**config.mk**
```make
export PLATFORM = sky130hd
export DESIGN_NAME = fetch_unit
export DESIGN_NICKNAME = d
export VERILOG_FILES = /design/src/rtl/fetch_unit_pkg.sv /design/src/rtl/fetch_fifo.sv /design/src/rtl/fetch_unit.sv
export SDC_FILE = /design/constraint.sdc
export NUM_CORES = 1
export LEC_CHECK = 0
export CAP_MARGIN = 20
export CORE_UTILIZATION = 52
export CTS_CLUSTER_DIAMETER = 40
export DETAILED_ROUTE_END_ITERATION = 12
export GPL_TIMING_DRIVEN = 0
export PLACE_DENSITY = 0.93
export SLEW_MARGIN = 40
export SYNTH_ARGS = -nofsm -noshare
export SYNTH_HDL_FRONTEND = slang
export SYNTH_SLANG_ARGS = --single-unit
```
**constraint.sdc**
```tcl
create_clock -name clock -period 13 [get_ports clock]
set_input_delay 3.9 -clock clock [delete_from_list [all_inputs] [get_ports clock]]
set_output_delay 3.9 -clock clock [all_outputs]
set_load 0.1 [all_outputs]
```
**src/rtl/fetch_unit_pkg.sv**
```systemverilog
// Fetch unit shared definitions.
// Widths, opcode field location, opcode constants and FSM states.
package fetch_unit_pkg;

    localparam int PC_W    = 8;
    localparam int INSTR_W = 32;

    localparam int OP_MSB = 4;
    localparam int OP_LSB = 0;
    localparam int OP_W   = OP_MSB - OP_LSB + 1;

    localparam logic [OP_W-1:0] OP_EOP    = 5'b00000;
    localparam logic [OP_W-1:0] OP_JMP    = 5'b10010;
    localparam logic [OP_W-1:0] OP_BR_LO  = 5'b01100;
    localparam logic [OP_W-1:0] OP_BR_HI  = 5'b01111;
    localparam logic [OP_W-1:0] OP_BR_ALT = 5'b10001;

    typedef enum logic {
        ST_RUN  = 1'b0,
        ST_HALT = 1'b1
    } fetch_state_e;

    function automatic logic is_eop(input logic [INSTR_W-1:0] w);
        return w[OP_MSB:OP_LSB] == OP_EOP;
    endfunction

    function automatic logic is_branch(input logic [INSTR_W-1:0] w);
        logic [OP_W-1:0] op;
        op = w[OP_MSB:OP_LSB];
        return ((op >= OP_BR_LO) && (op <= OP_BR_HI)) || (op == OP_BR_ALT);
    endfunction

endpackage

```
**src/rtl/fetch_fifo.sv**
```systemverilog
// Prefetch queue: circular buffer with head/tail pointers.
// Flush empties it in one cycle and wins over push and pop.
module fetch_fifo #(
    parameter int DEPTH = 2,
    parameter int W     = 40
) (
    input  logic         clk_i,
    input  logic         rst_ni,
    input  logic         flush_i,
    input  logic         push_i,
    input  logic         pop_i,
    input  logic [W-1:0] data_i,
    output logic [W-1:0] data_o,
    output logic         valid_o,
    output logic         full_o
);

    localparam int PTR_W = (DEPTH > 2) ? $clog2(DEPTH) : 1;
    localparam int CNT_W = $clog2(DEPTH + 1);

    localparam logic [PTR_W-1:0] LAST = PTR_W'(DEPTH - 1);
    localparam logic [CNT_W-1:0] FULL = CNT_W'(DEPTH);

    logic [W-1:0]     mem_q [DEPTH];
    logic [PTR_W-1:0] head_q, head_d;
    logic [PTR_W-1:0] tail_q, tail_d;
    logic [CNT_W-1:0] cnt_q, cnt_d;
    logic             do_pop;
    logic             do_push;

    function automatic logic [PTR_W-1:0] ptr_inc(input logic [PTR_W-1:0] p);
        return (p == LAST) ? '0 : p + 1'b1;
    endfunction

    assign valid_o = (cnt_q != '0);
    assign full_o  = (cnt_q == FULL);
    assign data_o  = mem_q[head_q];

    // A push into a full queue is only legal alongside a pop.
    assign do_pop  = pop_i && valid_o;
    assign do_push = push_i && (!full_o || do_pop);

    // Next pointer and occupancy, flush taking priority.
    always_comb begin
        head_d = head_q;
        tail_d = tail_q;
        cnt_d  = cnt_q;
        if (flush_i) begin
            head_d = '0;
            tail_d = '0;
            cnt_d  = '0;
        end else begin
            if (do_pop) begin
                head_d = ptr_inc(head_q);
            end
            if (do_push) begin
                tail_d = ptr_inc(tail_q);
            end
            if (do_push && !do_pop) begin
                cnt_d = cnt_q + 1'b1;
            end else if (do_pop && !do_push) begin
                cnt_d = cnt_q - 1'b1;
            end
        end
    end

    // Pointer and count registers, synchronous reset.
    always_ff @(posedge clk_i) begin
        if (!rst_ni) begin
            head_q <= '0;
            tail_q <= '0;
            cnt_q  <= '0;
        end else begin
            head_q <= head_d;
            tail_q <= tail_d;
            cnt_q  <= cnt_d;
        end
    end

    // Storage write at the tail; contents need no reset.
    always_ff @(posedge clk_i) begin
        if (do_push && !flush_i) begin
            mem_q[tail_q] <= data_i;
        end
    end

endmodule

```
**src/rtl/fetch_unit.sv**
```systemverilog
// Instruction fetch: PC, RUN/HALT state machine and prefetch queue.
// Redirect flushes the queue and restarts fetch at the target.
module fetch_unit #(
    parameter int DEPTH = 2,
    parameter int PC_W  = fetch_unit_pkg::PC_W
) (
    input  logic            clock,
    input  logic            reset_n,
    output logic [PC_W-1:0] pm_addr,
    input  logic [31:0]     pm_data,
    output logic [31:0]     instr_out,
    output logic [PC_W-1:0] instr_pc,
    output logic            instr_valid,
    input  logic            instr_ready,
    input  logic            redirect,
    input  logic [PC_W-1:0] redirect_pc,
    output logic            halted
);

    localparam int IW = fetch_unit_pkg::INSTR_W;
    localparam int EW = PC_W + IW;

    fetch_unit_pkg::fetch_state_e state_q;

    logic [PC_W-1:0] pc_q;
    logic [EW-1:0]   fifo_dout;
    logic            fifo_valid;
    logic            fifo_full;
    logic            pop;
    logic            fetch;

    assign pop   = fifo_valid && instr_ready;
    assign fetch = (state_q == fetch_unit_pkg::ST_RUN) && !redirect
                   && (!fifo_full || pop);

    assign pm_addr     = pc_q;
    assign instr_valid = fifo_valid;
    assign instr_pc    = fifo_dout[EW-1:IW];
    assign instr_out   = fifo_dout[IW-1:0];
    assign halted      = (state_q == fetch_unit_pkg::ST_HALT);

    // PC and RUN/HALT control: reset, then redirect, then fetch.
    always_ff @(posedge clock) begin
        if (!reset_n) begin
            pc_q    <= '0;
            state_q <= fetch_unit_pkg::ST_RUN;
        end else if (redirect) begin
            pc_q    <= redirect_pc;
            state_q <= fetch_unit_pkg::ST_RUN;
        end else if (fetch) begin
            pc_q <= pc_q + 1'b1;
            if (fetch_unit_pkg::is_eop(pm_data)) begin
                state_q <= fetch_unit_pkg::ST_HALT;
            end
        end
    end

    fetch_fifo #(
        .DEPTH (DEPTH),
        .W     (EW)
    ) u_fifo (
        .clk_i   (clock),
        .rst_ni  (reset_n),
        .flush_i (redirect),
        .push_i  (fetch),
        .pop_i   (pop),
        .data_i  ({pc_q, pm_data}),
        .data_o  (fifo_dout),
        .valid_o (fifo_valid),
        .full_o  (fifo_full)
    );

endmodule
```
==> results_dict.tcl, run 1 <==
set metrics [dict create \
    grt_usage 0.212 \
    ys.warnings.count 0 \
    rsz0062_at_grt "no" \
    synth.avg_cell_area_um2 17.0 \
    setup_viol 0 \
    power.density_nw_per_um2 152 \
    drv_cap 0 \
    core_area_um2 6760 \
    start_kind "register" \
    cp_data_arrival_time_ns 1.99 \
    fillers 457 \
    synth_fp_nets 259 \
    diodes 0 \
    drive_above_1_share 0.369 \
    start_util 0.537 \
    drt-initial-drc-count 131 \
    finalCritPeriodShare 0.453 \
    cts.path.max_buffers 2 \
    die_w_um 85.5 \
    finalClockSkew_ns 0.00786 \
    numCtsBuffers 9 \
    post-route-min-period_ns 5.89 \
    synth-edff-count 80 \
    final_nets 374 \
    setup.worst_path.end_class "output port" \
    cts.sinks 94 \
    clk_latency_ns 0.35 \
    placed_cell_area_um2 4490 \
    die_area_um2 7310 \
    ant_nets 0 \
    outcome "finished, final reports clean" \
    finalHoldViolCount 0 \
    ys_seq_area_frac 0.740 \
    tightest_slew_ns 0.615 \
    cp.required_ns 9.10 \
    vias 2327 \
    ir_worst_vdd_mv 0.0667 \
    leakage_nw 1.71 \
    wl_per_cell_um 17.8 \
    drt_wl_total_mm 7.33 \
    dp.final_hpwl_mm 5.11 \
    synth_cells 213 \
    via_per_inst 5.63 \
    report.final.slew_viol_count 0 \
    design_area_um2 4700 \
    drt_pass1_iterations 4 \
    grt_max_degree 16 \
    post_cts_resized 0 \
    ioPinCount 94 \
    htreeDepth 3 \
    hold_buffers 0 \
    postSynth.asyncResetShare 0 \
    grt_first_pass_wirelength_mm 11.5 \
    grt_overflow 0 \
    cts_tree "yes" \
    hold_class "register to register" \
    grt_pass1_vias 2307 \
    synthesis.area_um2 3630 \
    gp_congestion 0.843 \
    flow.area_growth_from_synthesis_pct 29.7 \
    cts.clk_slew.worst_paths_ns 0.09 \
    worstSetupPathType "register to output port" \
    io_buffers 92 \
    synth.distinct_cells 33 \
    post-route-drc-count 0 \
    synth_seq_cells 94 \
    timing.fmax_mhz 170 \
    die_y_um 85.5 \
    cts-root-buf "clkbuf_8" \
    core.rowCount 30 \
    cts_setup_buffers 0 \
    critPathMaxFanout 10 \
    slew_headroom 0.590 \
    setup_tns_ns 0 \
    yosys_most_used_dff "edfxtp_1" \
    antenna_found_initial 0 \
]
-- cell type report --
type	count	area (um^2)	share of cell area
plain buffers	8	31.3	0.00665
clock buffers	10	128	0.0271
clock inverters	6	86.3	0.0184
inverters	3	11.3	0.00239
multi-input cells	108	911	0.194
flip-flops and latches	94	2680	0.571
well taps	80	100	0.0213
repair buffers	104	752	0.160
-- sequential cells by signal (all words and copies together), names as in the netlist, named ones only --
name and flops:
u_fifo.mem_q 80, pm_addr 8, u_fifo.cnt_q 2, halted 1
u_fifo.head_q 1, u_fifo.tail_q 1
-- per-stage QoR --
stage                     total power, mW  hold slack, ns  setup slack (ns)   util  std cells
final                               0.715           0.525              7.11  0.696        413
after detailed placement            0.515           0.513              6.88  0.664        397
after CTS                           0.717           0.525              7.09  0.696        413
after global routing                0.734           0.541              7.04  0.696        413
after global placement              0.522           0.479              3.06  0.688        385
after floorplan                     0.480           0.467              5.28      -        213
-- routing by layer --
metal | GRT usage | up-vias | wire length [um]
li1 | - | 1070 | -
met1 | 0.271 | 1132 | 2820
met2 | 0.351 | 111 | 3740
met3 | 0.0462 | 14 | 591
met4 | 0.0970 | 0 | 179
met5 | 0 | - | 0
-- worst max-delay path, stage by stage, from the launching register on --
cell	delay (ns)
dfxtp_1	0.41
clkbuf_1	0.50
mux2_2	0.42
buf_2	0.29
-- synth_stat cells, types with 2 or more instances --
master	number	area, um^2
nand2b_1	2	12.5
a21oi_1	3	15.0
a31oi_1	3	18.8
a211o_1	2	17.5
or3_1	2	12.5
edfxtp_1	80	2400
ha_1	2	25.0
nand3_1	3	15.0
o311a_1	2	20.0
mux2_2	40	450
dfxtp_1	14	280
o211ai_1	2	15.0
o31a_1	2	17.5
o21a_1	2	15.0
or4_1	5	37.5
clkbuf_1	4	15.0
nor4_1	4	25.0
o21ai_0	7	35.0
nor3_1	4	20.0
inv_1	2	7.51
xor2_1	3	26.3
nand2_1	3	11.3
o31ai_1	3	22.5
nor2_1	7	26.3
or2_2	2	12.5
buf_1	3	11.3
-- worst paths after layout --
path | from | endpoint | slack [ns] | cells after the start
hold reg to reg | u_fifo.tail_q | u_fifo.tail_q | 0.52 | 2
hold / removal | u_fifo.tail_q | u_fifo.tail_q | 0.52 | 2
setup reg to reg | halted | u_fifo.mem_q[0][8] | 10.75 | 5
setup / recovery | register | instr_out[27] | 7.11 | 3
-- layout by cell type, fill, tap and decap left out, types with 2 or more instances in the layout --
cell              n
or3_1             2
dfxtp_1          14
a211o_1           2
a31oi_1           3
nand2b_1          2
clkbuf_1          5
o211ai_1          2
o21a_1            2
mux2_2           40
nor2_1            7
buf_1             3
clkinv_2          2
ha_1              2
o311a_1           2
nand3_1           3
a21oi_1           3
o31ai_1           3
o21ai_0           7
bufinv_16         2
clkdlybuf4s50_1  42
clkbuf_8          9
inv_1             2
nor4_1            4
xor2_1            3
o31a_1            2
nand2_1           3
or4_1             5
or2_2             2
nor3_1            3
edfxtp_1         80
buf_4             6
buf_2            56
-- power breakdown --
group / total, mW / internal, mW / switching [mW]
registers: 0.353 / 0.345 / 0.00770
clock network: 0.206 / 0.108 / 0.0980
logic: 0.156 / 0.0365 / 0.119
total: 0.715 / 0.490 / 0.225
-- cell families after synthesis --
kind of cell,Yosys count,share of synthesized area
XOR/XNOR,3,0.00725
buffers and inverters,11,0.0117
adder cells (fa/ha/maj),2,0.00690
AO/OA/AOI/OAI,27,0.0507
AND/OR/NAND/NOR,36,0.0594
flip-flops,94,0.740
multiplexers,40,0.124
(Power assumes the default switching activity.)
==> run 2: changes to the inputs <==
Settings changed: CORE_UTILIZATION 52 to 44, PLACE_DENSITY 0.93 to 0.85.
Clock period 13 ns to 4.9 ns, I/O delays scaled along.
==> results_dict.tcl, run 2 (synthesis results as in run 1) <==
set metrics [dict create \
    htreeDepth 3 \
    drt-initial-drc-count 74 \
    wl_per_cell_um 17.6 \
    hold_class "register to register" \
    cts.sinks 94 \
    power.density_nw_per_um2 391 \
    start_util 0.462 \
    critPathMaxFanout 10 \
    via_per_inst 5.24 \
    rsz0062_at_grt "no" \
    switching_share 0.323 \
    io_buffers 92 \
    ff_latch_area_um2 2680 \
    timing.fmax_mhz 292 \
    clkPwrFrac 0.265 \
    ioPinCount 94 \
    die_area_um2 8610 \
    grtUsageMet2 0.319 \
    grt_pass1_vias 2355 \
    cts.clk_slew.worst_paths_ns 0.09 \
    outcome "finished, final reports clean" \
    grt_overflow 0 \
    finalHoldViolCount 0 \
    ir_worst_vdd_mv 0.144 \
    drt_pass1_iterations 4 \
    die_y_um 92.8 \
    cp.required_ns 3.43 \
    cp_data_arrival_time_ns 1.96 \
    post-route-drc-count 0 \
    globalRouteMet3Util 0.0493 \
    vias 2253 \
    use_met1 0.210 \
    regMostFlops "u_fifo.mem_q" \
    core_area_um2 7850 \
    cts_tree "yes" \
    p_int_mw 1.25 \
    ant_nets 0 \
    gp_congestion 0.790 \
    finalClockSkew_ns 0.00622 \
    worstSetupPathType "register to output port" \
    finalCritPeriodShare 0.700 \
    power_frac_seq 0.510 \
    dp_cells 414 \
    diodes 0 \
    numCtsBuffers 9 \
    drv_cap 0 \
    slew_headroom 0.597 \
    report.final.slew_viol_count 0 \
    die_w_um 92.8 \
    fillers 612 \
    cts-root-buf "clkbuf_8" \
    largest_register_ffs 80 \
    leakage_nw 1.68 \
    grt_first_pass_wirelength_mm 11.8 \
    antenna_found_initial 0 \
    cts.path.max_buffers 2 \
    pwr-share-comb 0.225 \
    setup_viol 0 \
    start_kind "register" \
    grt_max_degree 16 \
    drt_wl_total_mm 7.58 \
    clk_latency_ns 0.35 \
    placed_cell_area_um2 4520 \
    ff2ff_setup_slack_ns 2.72 \
    grt_usage 0.184 \
    p_switching_uw 594 \
    tightest_slew_ns 0.604 \
    grt_most_used_layer "met2" \
    flow.area_growth_from_synthesis_pct 29.8 \
    final_cell_count_no_fill 430 \
    hold_buffers 0 \
    final_nets 369 \
    multiInputGateArea_um2 923 \
    post_cts_resized 0 \
    design_area_um2 4710 \
    final_common_cell "edfxtp_1" \
    post-route-min-period_ns 3.43 \
    drive_above_1_share 0.357 \
    core.rowCount 32 \
    mostFrequentLayoutCells "edfxtp_1, buf_2, clkdlybuf4s50_1" \
    cts_setup_buffers 0 \
    dp.final_hpwl_mm 5.51 \
    setup.worst_path.end_class "output port" \
]
==> run 2: cell types whose count changed in the layout (fill, tap and decap cells not counted), sizes merged <==
cell and delta:
inv +1, clkinv +1, buf -5, clkbuf -1
bufinv -1
==> run 2: power groups by stage <==
stage                     Clock (mW)  Sequential, mW  Combinational, mW
after global placement             0           0.954              0.431
after CTS                      0.499           0.938              0.416
final                          0.488           0.937              0.414
after floorplan                    0           0.986              0.286
after global routing           0.525           0.942              0.429
after detailed placement           0           0.956              0.415
==> run 2: final cells by class <==
| cell class | count | share of cell area |
|---|---|---|
| multi-input cells | 108 | 0.196 |
| clock inverters | 7 | 0.0136 |
| flip-flops and latches | 94 | 0.570 |
| clock buffers | 9 | 0.0263 |
| repair buffers | 99 | 0.158 |
| inverters | 3 | 0.00239 |
| plain buffers | 8 | 0.00665 |
| well taps | 102 | 0.0271 |
==> run 2: through the flow <==
stage	setup TNS [ns]	util	hold WS [ns]	setup slack [ns]	power [mW]
after floorplan	0	-	0.472	1.01	1.27
after global placement	-36.16	0.597	0.489	-0.478	1.39
after detailed placement	0	0.576	0.505	1.23	1.37
after CTS	0	0.600	0.524	1.43	1.85
after global routing	0	0.600	0.560	1.33	1.90
final	0	0.600	0.518	1.47	1.84
==> run 2: worst max-delay path, cell delays in order (launching register included) <==
cell	delay, ns
dfxtp_1	0.40
buf_1	0.50
mux2_2	0.41
buf_2	0.30
==> run 2: layer usage <==
metal | wire [um] | up-vias
li1 | - | 1060
met1 | 2990 | 1100
met2 | 3860 | 80
met3 | 565 | 13
met4 | 167 | 0
met5 | 0 | -
==> run 2: path summary, 6_finish.rpt <==
path,from,end,cells after the start
worst max-delay path,register,instr_pc[2],3
worst min-delay path,u_fifo.head_q,u_fifo.head_q,2
worst max register to register,halted,u_fifo.mem_q[0][17],5
worst min register to register,u_fifo.head_q,u_fifo.head_q,2
